## src/rtl/skew_feeder.sv

```systemverilog
// Diagonal-wavefront read sequencer for a 4x4 operand memory.
// Registers the returned words into a skewed 4-lane stream with a ready/stall handshake.
module skew_feeder #(
  parameter int unsigned DATA_WIDTH = 8,
  parameter int unsigned LINES      = 4,
  parameter int unsigned DEPTH      = 4
) (
  input  logic                          i_clk,
  input  logic                          i_rst,
  input  logic                          i_start,
  input  logic                          i_out_ready,
  output logic [LINES-1:0]              o_read_enable,
  output logic [2*LINES-1:0]            o_read_elem,
  input  logic [LINES*DATA_WIDTH-1:0]   i_mem_data,
  output logic [LINES*DATA_WIDTH-1:0]   o_feed_data,
  output logic [LINES-1:0]              o_feed_valid,
  output logic                          o_busy,
  output logic                          o_done
);

  localparam int unsigned STEPS     = LINES + DEPTH - 1;
  localparam logic [2:0]  LAST_STEP = 3'(STEPS - 1);

  localparam logic [1:0] ST_IDLE  = 2'd0;
  localparam logic [1:0] ST_RUN   = 2'd1;
  localparam logic [1:0] ST_FLUSH = 2'd2;

  logic [1:0]                    r_state;
  logic [2:0]                    r_step;
  logic [LINES*DATA_WIDTH-1:0]   r_feed_data;
  logic [LINES-1:0]              r_feed_valid;

  logic [LINES-1:0]              w_mask;
  logic [2*LINES-1:0]            w_elem;
  logic [LINES*DATA_WIDTH-1:0]   w_feed_next;
  logic [2:0]                    w_off;

  // Line l is active while 0 <= step-l < DEPTH; the subtraction is only used once step >= l.
  always_comb begin
    w_mask      = '0;
    w_elem      = '0;
    w_feed_next = '0;
    w_off       = '0;
    for (int l = 0; l < int'(LINES); l++) begin
      w_off = r_step - 3'(l);
      if (r_state == ST_RUN && r_step >= 3'(l) && w_off < 3'(DEPTH)) begin
        w_mask[l]                           = 1'b1;
        w_elem[2*l +: 2]                    = w_off[1:0];
        w_feed_next[l*DATA_WIDTH +: DATA_WIDTH] = i_mem_data[l*DATA_WIDTH +: DATA_WIDTH];
      end
    end
  end

  always_ff @(posedge i_clk) begin
    if (i_rst) begin
      r_state      <= ST_IDLE;
      r_step       <= '0;
      r_feed_data  <= '0;
      r_feed_valid <= '0;
    end else begin
      case (r_state)
        ST_IDLE: begin
          if (i_start) begin
            r_state <= ST_RUN;
            r_step  <= '0;
          end
        end
        ST_RUN: begin
          if (i_out_ready) begin
            r_feed_data  <= w_feed_next;
            r_feed_valid <= w_mask;
            if (r_step == LAST_STEP) begin
              r_state <= ST_FLUSH;
            end else begin
              r_step <= r_step + 3'd1;
            end
          end
        end
        ST_FLUSH: begin
          if (i_out_ready) begin
            r_feed_data  <= '0;
            r_feed_valid <= '0;
            r_step       <= '0;
            r_state      <= ST_IDLE;
          end
        end
        default: begin
          r_state <= ST_IDLE;
          r_step  <= '0;
        end
      endcase
    end
  end

  assign o_read_enable = w_mask;
  assign o_read_elem   = w_elem;
  assign o_feed_data   = r_feed_data;
  assign o_feed_valid  = r_feed_valid;
  assign o_busy        = (r_state != ST_IDLE);
  // The last word is handshaked in FLUSH, so done follows ready there.
  assign o_done        = (r_state == ST_FLUSH) && i_out_ready;

endmodule

```

## config.mk

```make
export PLATFORM = sky130hd
export DESIGN_NAME = skew_feeder
export DESIGN_NICKNAME = d
export VERILOG_FILES = /design/src/rtl/skew_feeder.sv
export SDC_FILE = /design/constraint.sdc
export NUM_CORES = 1
export LEC_CHECK = 0
export BUFFER_PORTS_ARGS = -buffer_cell sky130_fd_sc_hd__buf_2
export CAP_MARGIN = 10
export CORE_MARGIN = 1.5
export CORE_UTILIZATION = 49
export DETAILED_ROUTE_END_ITERATION = 6
export PLACE_DENSITY_LB_ADDON = 0.08
export SLEW_MARGIN = 20
export SYNTH_ARGS = -nofsm -noshare
export SYNTH_HDL_FRONTEND = slang
export SYNTH_SLANG_ARGS = --single-unit
```

## constraint.sdc

```tcl
create_clock -name i_clk -period 2.9 [get_ports i_clk]
set_input_delay 0.435 -clock i_clk [delete_from_list [all_inputs] [get_ports i_clk]]
set_output_delay 0.435 -clock i_clk [all_outputs]
set_load 0.02 [all_outputs]
```

## Word-level counts from Yosys, hierarchy flattened

Cells that the tools add are included.

| word-level totals | value |
|---|---|
| output and inout port bits | 50 |
| input bits | 36 |
| register bits after elaboration | 41 |
| word-level logic and storage cells | 67 |

| operators by class | value |
|---|---|
| equality and inequality tests | 8 |
| reduce and logical (&&, ||, !) cells | 15 |
| multiplexer cells | 28 |
| $add $sub $neg | 4 |
| order comparisons | 8 |

Operators by type and width:

| operator | count |
|---|---|
| 2-to-1 mux 32 bit | 2 |
| one-hot mux 32 bit (2 select lines) | 1 |
| 2-to-1 mux 8 bit | 4 |
| 2-to-1 mux 2 bit | 8 |
| less-than comparator 3 bit, second input constant | 4 |
| 2-to-1 mux 3 bit | 4 |
| logical AND 1 bit | 9 |
| one-hot mux 3 bit (3 select lines) | 1 |
| 2-to-1 mux 4 bit | 2 |
| inequality test 2 bit, second input constant | 4 |
| one-hot mux 4 bit (2 select lines) | 1 |
| AND reduction 4 bit | 2 |
| greater-or-equal comparator 3 x 1 -> 1 bit, second input constant | 2 |
| greater-or-equal comparator 3 x 2 -> 1 bit, second input constant | 2 |
| one-hot mux 2 bit (3 select lines) | 1 |
| subtractor 3 x 2 -> 3 bit, second input constant | 2 |
| 2-to-1 mux 1 bit | 4 |
| nonzero test 2 bit | 2 |
| adder 3 x 1 -> 3 bit, second input constant | 1 |
| == test 3 bit, second input constant | 1 |
| AND reduction 3 bit | 1 |
| subtractor 3 x 1 -> 3 bit, second input constant | 1 |
| == test 2 x 1 -> 1 bit, second input constant | 1 |
| == test 2 bit, second input constant | 1 |
| 2 further kinds | 2 |

## Logic depth before layout (Yosys ltp)

| depth | value |
|---|---|
| depth in word-level cells | 6 |
| depth in mapped cells | 6 |
| mapped depth without buffers | 5 |

## Worst setup path before layout

OpenSTA, ideal clock, no wires.

| path | value |
|---|---|
| kind | flip-flop to output port |
| start | reg r_step[2] |
| end | out o_read_elem[7] |
| slack | 430 ps |
| data required time | 2465 ps |
| cell stages (with the launch flop) | 6 |
| arrival | 2035 ps |
| path buffers | 1 |
| cell sequence | dfxtp_1 clkbuf_1 inv_1 ha_1 nor3_1 and2_1 |

| between the ends | value |
|---|---|
| longest elaborated chain between the ends | 4 |
| elaborated cells on any way between the ends | 6 |
| classes of those cells | 1 x add/sub; 2 x order compare; 1 x mux; 2 x reduce/logical |

Ends and longest elaborated chain:

| what | RTL line | source |
|---|---|---|
| from (decl) | 29 | `logic [2:0] r_step;` |
| from (signal assigned) | 75 | `r_step <= r_step + 3'd1;` |
| subtractor 3 x 2 -> 3 bit / greater-or-equal comparator 3 x 2 -> 1 bit (equally long branches) | 45, 46 |  |
| less-than comparator 3 bit / logical AND 1 bit (equally long branches) | 46 | `if (r_state == ST_RUN && r_step >= 3'(l) && w_off < 3'(DEPTH)) begin` |
| logical AND 1 bit * | 46 |  |
| 2-to-1 mux 2 bit * | 46 |  |
| to (decl) | 13 | `output logic [2*LINES-1:0] o_read_elem,` |

Every way passes the cells marked *; elsewhere a longest branch is shown, timed or not.

## Final worst setup path

Same ends and word-level chain as after synthesis.

==> qor.txt <==
Placed Area: 2260 sq um
Clock Path Buffers: 2
Maximum vdd drop: 429 uV
Syn avg cell area: 10.4 sq um
Vias: 1607
Relative slew margins: 57.1%
Max Clock Freq: 0.375 GHz
P_leak: 0.00116 uW
Sequential share of the synthesized area: 45.2%
Required time of the critical path: 2.47 ns
Clk slew on worst S/H paths: 0.08 ns
First-pass GRT wire length: 7070 um
Final Cycle Share: 92.1%
Buf/Inv on CP: 2
Hold Path Class: in2reg
Routed len/inst: 13.7 um
Post-route DRC: 0
# fillers: 275
Core Region: 3440 sq um
CP Cell Sequence: inv_1, ha_1, a211oi_1, nor3_1, and2_1, buf_2
Max cap viols: 0
Finished Cell Area: 2400 sq um
Post-synth ARST share: 0%
Fin cells: 305
CP startpoint kind: flop
Final net count: 301
Placed cell count: 297
Pre-antenna DRT Iters: 4
Number of port buffers: 85
Mapped Nets: 218
Largest net degree at the start of global routing: 27
Initial antenna violation count: 0
Pre-CTS setup slack: 0.562 ns
Die ar.: 4080 sq um
Clock Latency Late Sink: 0.29 ns
Leading cell type in the layout, fill and taps excluded: buf_2
CTS tree: yes
Final Hold Fails: 0
Power density cells: 515 nW/um^2
Top post-synthesis cells by area: dfxtp_1 45%, a22o_1 12%, ha_1 4.8%
Number of flops mapped to enable cells by yosys: 0
CP max stage cell: dfxtp_1
Number of synthesized register bits: 41
Worst-path fanout max: 14
Via density: 5.27
Number of global-route vias before repair: 1479
Post-Syn Instances: 175
Dpl hpwl: 2920 um
Die H: 63.9 um
Share of post-route cells with drive strength above 1: 44.0%
Endpoints failing setup: 0
Mapped Area: 1820 sq um
Gr usage total: 21.8%
Worst Path Class, Setup: reg2out
Total CTS buffers: 5
Ant diodes: 0
Row count: 21
Crit path DAT: 2.23 ns
Cell taking the most area after synthesis: dfxtp_1
Clock H-tree levels: 2
Initial Util: 52.8%
Most frequent cells in the layout: 85 x buf_2, 41 x dfxtp_1, 24 x a22o_1
Post-synth top area share: 45.2%
Grt ovf: 0
Main flop type after synthesis: dfxtp_1
Routed WL: 4170 um
Delay-heaviest family, CP: flip-flops
Setup repair after global routing missed its margin: no
Max Transition Viols Final: 0
Syn. warnings: 0
Worst stage delay on the critical path: 0.61 ns
Final setup TNS: 0 ns
Setup WS post-layout: 0.230 ns
Routability cong.: 0.818
Post-CTS setup buffers: 0
IO Count: 86
Hold Buf Count CTS: 0
Status: completed
Worst-margin pin slew: 0.640 ns
Yosys cell types: 40
Root Driver: clkbuf_8
CP Capture Type: primary output
Synth-to-layout area growth: 32.2%
Iter 0 DRT Violations: 111
Final Critical Period: 2.67 ns
Clk_skew: 0.00415 ns
Post-DRT Antenna Nets: 0
Die width: 63.9 um
Post-CTS Resized: 0
Clk sink count: 41
==> path summary, 6_finish.rpt <==
path,depth (start not counted),start,end,slack (ns)
min,2,i_mem_data[14],o_feed_data[14],0.34
max,6,r_step[2],o_read_elem[7],0.23
max reg2reg,5,r_step[2],o_feed_data[15],0.73
min reg2reg,1,o_feed_valid[0],o_feed_valid[0],0.46
==> synth_stat cells, types with 2 or more instances <==
library cell,number
a211oi_1,11
a21o_1,2
a22o_1,24
a2bb2oi_1,2
a31o_2,8
and2_1,3
buf_2,7
clkbuf_1,3
dfxtp_1,41
ha_1,7
inv_1,15
mux2i_1,3
nand2_1,2
nand2b_1,5
nand3b_1,3
nor2_1,4
nor2b_1,3
nor3_1,5
nor4_1,2
o21ai_0,3
or3_1,2
xor2_1,2
==> metal layers <==
layer / up-vias / GRT usage [%] / part of all wire (%)
li1: 809 / - / -
met2: 60 / 34.0 / 46
met3: 4 / 6.69 / 6.3
met5: - / 0 / 0
met4: 0 / 5.98 / 0.82
met1: 734 / 29.1 / 47
==> registers in the layout, summed over array words and instances (netlist names) <==
signal and count:
o_feed_data 32, o_feed_valid 4, r_step 3, r_state 2
==> power breakdown <==
group | internal [uW] | switching [uW] | total (uW)
registers | 571 | 7.79 | 578
logic | 44.0 | 64.3 | 108
clock network | 346 | 205 | 551
==> metrics by stage <==
stage | power, uW | util, % | hold WS [ns]
after floorplan | 659 | - | 0.502
after global routing | 1290 | 69.8 | 0.341
after CTS | 1240 | 69.8 | 0.340
after detailed placement | 700 | 65.8 | 0.440
after global placement | 699 | 65.8 | 0.429
final | 1240 | 69.8 | 0.343
==> cell families after synthesis <==
kind of cell,Yosys count,synth area share (%)
compound gates,58,28.0
xor+xnor,2,0.964
fa+ha+maj,7,4.82
buf+inv,28,6.75
flops,41,45.2
mux,3,1.65
simple gates,36,12.7
==> layout make-up <==
class                           count  area (sq um)  share of cell area, %
Inverter                           15          56.3                   2.34
Timing Repair Buffer               89           455                   19.0
Tap cell                           46          57.6                   2.40
Multi-Input combinational cell    106           873                   36.4
Sequential cell                    41           821                   34.2
Clock buffer                        5          68.8                   2.87
Clock inverter                      3          68.8                   2.87
No activity file was read; power rests on OpenSTA's default activity.
